**config.mk**
```make
export PLATFORM = sky130hd
export DESIGN_NAME = readout_sequencer_flat
export DESIGN_NICKNAME = d
export VERILOG_FILES = /design/src/rtl/readout_sequencer_if.sv /design/src/rtl/readout_sequencer.sv /design/src/flat_wrapper.sv
export SDC_FILE = /design/constraint.sdc
export NUM_CORES = 1
export LEC_CHECK = 0
export ABC_CLOCK_PERIOD_IN_PS = 1440
export CAP_MARGIN = 20
export CORE_MARGIN = 8
export CORE_UTILIZATION = 30
export CTS_CLUSTER_SIZE = 40
export DETAILED_ROUTE_END_ITERATION = 10
export PLACE_DENSITY = 0.62
export SKIP_LAST_GASP = 1
export SLEW_MARGIN = 40
export SYNTH_ARGS = -nofsm -noshare
export SYNTH_HDL_FRONTEND = slang
export SYNTH_SLANG_ARGS = --single-unit
```
**constraint.sdc**
```tcl
create_clock -name clk -period 1.44 [get_ports clk]
set_clock_uncertainty 0.1 [all_clocks]
set_input_delay 0.288 -clock clk [delete_from_list [all_inputs] [get_ports clk]]
set_output_delay 0.288 -clock clk [all_outputs]
set_load 0.005 [all_outputs]
```
**src/rtl/readout_sequencer_if.sv**
```systemverilog
// Event-control bundle between the BX source / merge datapath and readout_sequencer.
interface readout_sequencer_if #(
    parameter int BX_W   = 3,
    parameter int CNT_W  = 7,
    parameter int WORD_W = 7
);
    logic              bx_start;
    logic              none;
    logic              valid;
    logic              stats_clr;
    logic              new_event;
    logic [BX_W-1:0]   BX;
    logic [CNT_W-1:0]  clk_cnt;
    logic [BX_W-1:0]   BX_pipe;
    logic              busy;
    logic              done;
    logic              timeout;
    logic              truncated;
    logic [WORD_W-1:0] words_last;
    logic [7:0]        trunc_cnt;
    logic [7:0]        tmo_cnt;

    modport master (
        output bx_start, none, valid, stats_clr,
        input  new_event, BX, clk_cnt, BX_pipe, busy, done, timeout, truncated,
               words_last, trunc_cnt, tmo_cnt
    );

    modport slave (
        input  bx_start, none, valid, stats_clr,
        output new_event, BX, clk_cnt, BX_pipe, busy, done, timeout, truncated,
               words_last, trunc_cnt, tmo_cnt
    );
endinterface

```
**src/rtl/readout_sequencer.sv**
```systemverilog
// Per-event controller for the merge datapath: new_event, BX bookkeeping, readout window.
// Optional truncation/timeout statistics counters enabled by defining READOUT_STATS_EN.
module readout_sequencer #(
    parameter int BX_W      = 3,
    parameter int CNT_W     = 7,
    parameter int MAX_CLKS  = 100,
    parameter int SETUP_CYC = 3,
    parameter int WORD_W    = 7
) (
    input logic                clk,
    input logic                rst_n,
    readout_sequencer_if.slave bus
);
    typedef enum logic [1:0] {IDLE, SETUP, READOUT, DONE} state_t;

    localparam logic [CNT_W-1:0]  CNT_LAST   = CNT_W'(MAX_CLKS - 1);
    localparam logic [CNT_W-1:0]  SETUP_LAST = CNT_W'(SETUP_CYC - 1);
    localparam logic [WORD_W-1:0] WORD_MAX   = '1;

    state_t            state, state_nxt;
    logic [BX_W-1:0]   bx_next;
    logic [WORD_W-1:0] words;
    logic              in_readout, busy_s, at_last, tmo;

    assign in_readout = (state == READOUT);
    assign busy_s     = (state == SETUP) || in_readout;
    assign at_last    = (bus.clk_cnt == CNT_LAST);
    // none beats an expiring window in the same cycle
    assign tmo        = in_readout && !bus.none && at_last;

    assign bus.busy    = busy_s;
    assign bus.done    = (state == DONE);
    assign bus.timeout = tmo;

    always_ff @(posedge clk or negedge rst_n) begin
        if (!rst_n) state <= IDLE;
        else        state <= state_nxt;
    end

    always_comb begin
        state_nxt = state;
        case (state)
            SETUP:   if (bus.clk_cnt == SETUP_LAST) state_nxt = READOUT;
            READOUT: if (bus.none || at_last)       state_nxt = DONE;
            default: ;
        endcase
        if (bus.bx_start) state_nxt = SETUP;
    end

    always_ff @(posedge clk or negedge rst_n) begin
        if (!rst_n) begin
            bus.new_event  <= 1'b0;
            bus.truncated  <= 1'b0;
            bus.BX         <= '0;
            bus.BX_pipe    <= '0;
            bus.clk_cnt    <= '0;
            bus.words_last <= '0;
            bx_next        <= '0;
            words          <= '0;
        end else begin
            bus.new_event <= bus.bx_start;
            bus.truncated <= bus.bx_start && busy_s;
            if (bus.bx_start) begin
                bus.BX         <= bx_next;
                bx_next        <= bx_next + 1'b1;
                bus.clk_cnt    <= '0;
                bus.words_last <= words;
                words          <= '0;
            end else begin
                if (busy_s && !at_last) bus.clk_cnt <= bus.clk_cnt + 1'b1;
                // new_event marks clk_cnt==0, so this edge is where it becomes 1
                if (bus.new_event) bus.BX_pipe <= bus.BX;
                if (in_readout && bus.valid && words != WORD_MAX) words <= words + 1'b1;
            end
        end
    end

`ifdef READOUT_STATS_EN
    logic [7:0] trunc_q, tmo_q;

    always_ff @(posedge clk or negedge rst_n) begin
        if (!rst_n) begin
            trunc_q <= '0;
            tmo_q   <= '0;
        end else if (bus.stats_clr) begin
            trunc_q <= '0;
            tmo_q   <= '0;
        end else begin
            if (bus.truncated && trunc_q != 8'hFF) trunc_q <= trunc_q + 1'b1;
            if (tmo && tmo_q != 8'hFF)             tmo_q   <= tmo_q + 1'b1;
        end
    end

    assign bus.trunc_cnt = trunc_q;
    assign bus.tmo_cnt   = tmo_q;
`else
    logic unused_stats_clr;
    assign unused_stats_clr = bus.stats_clr;
    assign bus.trunc_cnt    = '0;
    assign bus.tmo_cnt      = '0;
`endif
endmodule

```
**src/flat_wrapper.sv**
```systemverilog
// flat-port wrapper written by rule: the top's interface ports become plain ports
module readout_sequencer_flat 
#(
    parameter int BX_W      = 3,
    parameter int CNT_W     = 7,
    parameter int MAX_CLKS  = 100,
    parameter int SETUP_CYC = 3,
    parameter int WORD_W    = 7
)
  (clk, rst_n, bus_bx_start, bus_none, bus_valid, bus_stats_clr, bus_new_event, bus_BX, bus_clk_cnt, bus_BX_pipe, bus_busy, bus_done, bus_timeout, bus_truncated, bus_words_last, bus_trunc_cnt, bus_tmo_cnt);
  readout_sequencer_if #(.BX_W(BX_W), .CNT_W(CNT_W), .WORD_W(WORD_W)) bus_i ();
  input logic clk;
  input logic rst_n;
  input wire logic [$bits(bus_i.bx_start)-1:0] bus_bx_start;
  input wire logic [$bits(bus_i.none)-1:0] bus_none;
  input wire logic [$bits(bus_i.valid)-1:0] bus_valid;
  input wire logic [$bits(bus_i.stats_clr)-1:0] bus_stats_clr;
  output wire logic [$bits(bus_i.new_event)-1:0] bus_new_event;
  output wire logic [$bits(bus_i.BX)-1:0] bus_BX;
  output wire logic [$bits(bus_i.clk_cnt)-1:0] bus_clk_cnt;
  output wire logic [$bits(bus_i.BX_pipe)-1:0] bus_BX_pipe;
  output wire logic [$bits(bus_i.busy)-1:0] bus_busy;
  output wire logic [$bits(bus_i.done)-1:0] bus_done;
  output wire logic [$bits(bus_i.timeout)-1:0] bus_timeout;
  output wire logic [$bits(bus_i.truncated)-1:0] bus_truncated;
  output wire logic [$bits(bus_i.words_last)-1:0] bus_words_last;
  output wire logic [$bits(bus_i.trunc_cnt)-1:0] bus_trunc_cnt;
  output wire logic [$bits(bus_i.tmo_cnt)-1:0] bus_tmo_cnt;
  assign bus_i.bx_start = bus_bx_start;
  assign bus_i.none = bus_none;
  assign bus_i.valid = bus_valid;
  assign bus_i.stats_clr = bus_stats_clr;
  assign bus_new_event = bus_i.new_event;
  assign bus_BX = bus_i.BX;
  assign bus_clk_cnt = bus_i.clk_cnt;
  assign bus_BX_pipe = bus_i.BX_pipe;
  assign bus_busy = bus_i.busy;
  assign bus_done = bus_i.done;
  assign bus_timeout = bus_i.timeout;
  assign bus_truncated = bus_i.truncated;
  assign bus_words_last = bus_i.words_last;
  assign bus_trunc_cnt = bus_i.trunc_cnt;
  assign bus_tmo_cnt = bus_i.tmo_cnt;
  readout_sequencer #(.BX_W(BX_W), .CNT_W(CNT_W), .MAX_CLKS(MAX_CLKS), .SETUP_CYC(SETUP_CYC), .WORD_W(WORD_W)) u_core (.clk(clk), .rst_n(rst_n), .bus(bus_i));
endmodule
```
# After elaboration in Yosys (flattened, before gate mapping)
# Cells that the tools add are included.
# totals
ff_bits,34
inputBits,6
out_inout_bits,41
elab_cells,44
# classes
n_addsub,3
n_eq_ne,8
muxes,8
bitwise,1
reduce_logical,15
# op_table
operator,count
two-way mux 7 bit,4
adder 7 x 1 -> 7 bit (second input constant),2
== test 7 x 2 -> 1 bit (second input constant),1
== test 7 bit (second input constant),1
!= test 7 bit (second input constant),1
logical AND 1 bit,6
two-way mux 2 bit,3
!= test 3 bit (second input constant),2
== test 2 bit (second input constant),2
one-hot mux 2 bit (2 select lines),1
nonzero test 2 bit,2
adder 3 x 1 -> 3 bit (second input constant),1
AND reduction 3 bit,1
nonzero test 3 bit,1
== test 2 x 1 -> 1 bit (second input constant),1
zero test 1 bit,2
logical OR 1 bit,2
AND reduction 2 bit,1
inverter 1 bit,1

# Logic depth before layout (Yosys ltp)
# depth
word_depth,5
depth_mapped,6
depth_no_buf,6

# Worst setup path before layout
# Ideal clock, no wire load.
# synth_timing
path_kind,register to register
start,register u_core.state[0]
end,register u_core.words[3]
setup_ns,0.066
t_arrival_ns,1.415
required_ns,1.274
path_slack_ns,-0.141
stages_incl_launch_ff,6
cell_sequence,dfrtp_1 -> inv_1 -> ha_1 -> o211ai_4 -> or4_1 -> nand2_1
# synth_between
elab_chain_cells,4
# synth_rtl
element,line_no,rtl
start: declaration,readout_sequencer.sv:20,"state_t state, state_nxt;"
start signal: assignment,readout_sequencer.sv:37,else state <= state_nxt;
== test 2 bit,readout_sequencer.sv:25,assign in_readout = (state == READOUT);
logical AND 1 bit (2 in a row),readout_sequencer.sv:73,if (in_readout && bus.valid && words != WORD_MAX) words <= words + 1'b1;
nonzero test 2 bit (no source line),n/a,
end signal: assignment,readout_sequencer.sv:73,
end: declaration,readout_sequencer.sv:22,logic [WORD_W-1:0] words;
# Every way passes these cells.
# A chain may end at the register's enable or synchronous reset.

# Worst setup path after layout
# layout_timing
start,register u_core.bus.clk_cnt[4]
end,output port bus_timeout
# layout_between
elab_chain_cells,2
# layout_rtl
element,line_no,rtl
start: declaration,readout_sequencer_if.sv:31,"output new_event, BX, clk_cnt, BX_pipe, busy, done, timeout, truncated,"
start signal: assignment,readout_sequencer.sv:70,if (busy_s && !at_last) bus.clk_cnt <= bus.clk_cnt + 1'b1;
== test 7 bit,readout_sequencer.sv:27,assign at_last = (bus.clk_cnt == CNT_LAST);
logical AND 1 bit,readout_sequencer.sv:29,assign tmo = in_readout && !bus.none && at_last;
end: declaration,flat_wrapper.sv:24,output wire logic [$bits(bus_i.timeout)-1:0] bus_timeout;
# Every way passes these cells.

==> flow_summary_export.csv <==
group,metric,value,unit
run_status,outcome,"finished, violations left",
run_status,failed_checks,"negative setup slack",
synthesis,synthCells,147,
grt,gr-total-overflow,0,
grt,grt_pass1_wl,6760,um
clocking,cts_tree,"built",
clocking,cts_hold_buf,0,
floorplanning,rows,27,
placed_design,portBuffers,29,
grt,first_global_vias,1372,
run,maxCapViolCount,0,
power_and_ir_drop,power.switching,0.00118,W
synthesis,netlist_area,1710,sq um
power_and_ir_drop,total_power,0.00410,W
timing,setup_viol_count_final,17,
synthesis,avgSynthCellArea,11.6,sq um
grt,grt_use_met2,0.169,
clocking,cts_buffers,5,
placed_design,routabilityCongestion,0.814,
critical_path,path_class,"reg2out",
power_and_ir_drop,vdd_drop_max,544,uV
routing,drc,0,
clocking,cts_sinks,34,
placed_design,dpl.hpwl,2920,um
floorplanning,io_pins,47,
power_and_ir_drop,clkPwrFrac,0.257,
routing,drtPass1Iterations,4,
critical_path,crit_fanout,2,
routing,avgViaCountPerCell,4.32,
synthesis,ys_seq_area_frac,0.499,
power_and_ir_drop,pwr-share-seq,0.311,
synthesis,ys.flop_type,"dfrtp_1",
final_layout,final_util,0.491,
clocking,root_buffer,"clkbuf_8",
clocking,cts.path.max_buffers,2,
power_and_ir_drop,p_leak,1.34,nW
final_layout,drive_above_1_share,0.496,
critical_path,required,1050,ps
routing,wl_per_cell,13.3,um
final_layout,syn2layout_area_growth,58.6,%
synthesis,ys_types,39,
grt,grt_max_degree,35,
final_layout,final_common_cell,"dfrtp_1",
routing,drt-initial-drc-count,45,
routing,routed_wl,3970,um
critical_path,crit_path_start_kind,"flip-flop",
timing,setup_ws,-322,ps
synthesis,synthArstFlopShare,1.00,
grt,antenna_found_initial,0,
final_layout,nets,238,
hold_path,hp-class,"in2async",
power_and_ir_drop,power.internal,0.00292,W
final_layout,antennaDiodeCount,0,
power_and_ir_drop,sw_frac_of_total,0.289,
grt,grt_use_met1,0.113,
clocking,cts.clk_slew.worst_paths,70,ps
routing,postRouteAntennaNets,0,
critical_path,cp-end-kind,"primary output",
grt,grt_usage,0.100,
clocking,htree_levels,2,
timing,maxClockFrequency,568,MHz
routing,num_vias,1287,
timing,grt_setup_unrepaired,"yes",
synthesis,synth-seq-cells,34,
floorplanning,die_h,91.4,um
timing,setup_tns,-2520,ps
timing,hold_viol,0,
timing,timing.final.max_slew_violations,0,
floorplanning,coreArea,5510,sq um
synthesis,synth_edf_count,0,
critical_path,critical_path_arrival,1370,ps
floorplanning,dieArea,8360,sq um
grt,grt_use_met3,0.0305,
final_layout,final_cell_mix,"dfrtp_1, buf_4, conb_1",
floorplanning,die_w,91.4,um
floorplanning,start_util,0.310,
grt,busiest_layer,"met2",
clocking,clk_latency,290,ps
timing,fin_crit_sh,1.22,
power_and_ir_drop,combPwrFrac,0.433,
synthesis,synth_warnings,0,
timing,fin_crit,1760,ps
power_and_ir_drop,powerDensity,1520,nW/um^2
worst paths after layout:
kind / slack (ps) / end / depth (start not counted) / startpoint
worst max-delay path: -320 / bus_timeout / 4 / u_core.bus.clk_cnt[4]$_DFFE_PN0P_
min in group clk: 370 / u_core.bx_next[2]$_DFFE_PN0P_ / 1 / u_core.bx_next[2]$_DFFE_PN0P_
max in group asynchronous: 800 / u_core.bx_next[0]$_DFFE_PN0P_ / 2 / rst_n
worst max register to register: -240 / u_core.bus.clk_cnt[5]$_DFFE_PN0P_ / 8 / u_core.state[0]$_DFFE_PN0P_
worst min-delay path: 250 / u_core.bus.truncated$_DFF_PN0_ / 2 / rst_n
worst min register to register: 370 / u_core.bx_next[2]$_DFFE_PN0P_ / 1 / u_core.bx_next[2]$_DFFE_PN0P_
synth_stat cells (2+ instances only):
cell     count  area [sq um]
nand2_1      7          26.3
nor2b_1      2          12.5
buf_2        2          10.0
ha_1         7          87.6
nand3_1      4          20.0
mux2_2      14           158
nor2_1      17          63.8
xor2_1       5          43.8
a21oi_1      3          15.0
buf_4       16           120
inv_1        5          18.8
o21ai_0      2          10.0
xnor2_1      4          35.0
dfrtp_1     34           851
state kept, by name (all words and copies together), names as in the netlist:
name,count
u_core.bus.clk_cnt,7
u_core.words,7
u_core.state,2
u_core.bus.new_event,1
u_core.bus.BX,3
u_core.bx_next,3
u_core.bus.truncated,1
u_core.bus.BX_pipe,3
u_core.bus.words_last,7
logic make-up after synthesis:
logic type      Yosys count  share of synthesized area
compound gates           15                     0.0711
buf+inv                  24                     0.0953
simple gates             42                      0.137
xor+xnor                  9                     0.0462
fa+ha+maj                 7                     0.0513
other cells               1                    0.00220
mux                      15                     0.0982
flops                    34                      0.499
what timing repair did:
| action | CTS | global route |
|---|---|---|
| resized for setup | 79 | 35 |
| pin swaps | 18 | 19 |
| endpoints found under the setup margin | 37 | 33 |
| buffers inserted | 14 | 10 |
routing by layer:
metal / vias up / routed length [um]
li1: 632 / -
met4: 0 / 71
met3: 5 / 180
met5: - / 0
met1: 628 / 1670
met2: 22 / 2050
power groups by stage:
| stage | clock, W | sequential, W | combinational, W |
|---|---|---|---|
| after floorplan | 0 | 0.00132 | 0.000544 |
| after global placement | 0 | 0.00130 | 0.00119 |
| after detailed placement | 0 | 0.00130 | 0.00123 |
| after CTS | 0.00107 | 0.00127 | 0.00158 |
| after global routing | 0.00112 | 0.00130 | 0.00193 |
| final | 0.00105 | 0.00127 | 0.00177 |
through the flow:
step                      instance area (sq um)  hold WS, ps  setup slack (ps)  instances
after floorplan                            1780         -108              3.54        162
after global placement                     2280          357              -396        277
after detailed placement                   2280          360              -413        277
after CTS                                  2580          266              -311        298
after global routing                       2710          273              -389        298
final                                      2710          254              -322        298
critical path: stages, from the launching register on:
cell     delay, ps
dfrtp_1        390
nor3_2         220
and4_4         240
and3b_1        140
buf_2          100
layout make-up:
| class | instances | area (sq um) |
|---|---|---|
| Clock buffer | 5 | 68.8 |
| Clock inverter | 3 | 68.8 |
| Sequential cell | 34 | 851 |
| Tap cell | 72 | 90.1 |
| Multi-Input combinational cell | 104 | 941 |
| Timing Repair Buffer | 75 | 661 |
| Inverter | 5 | 26.3 |
| Fill cell | 486 | 2800 |
Power figures use the tool's default switching activity.
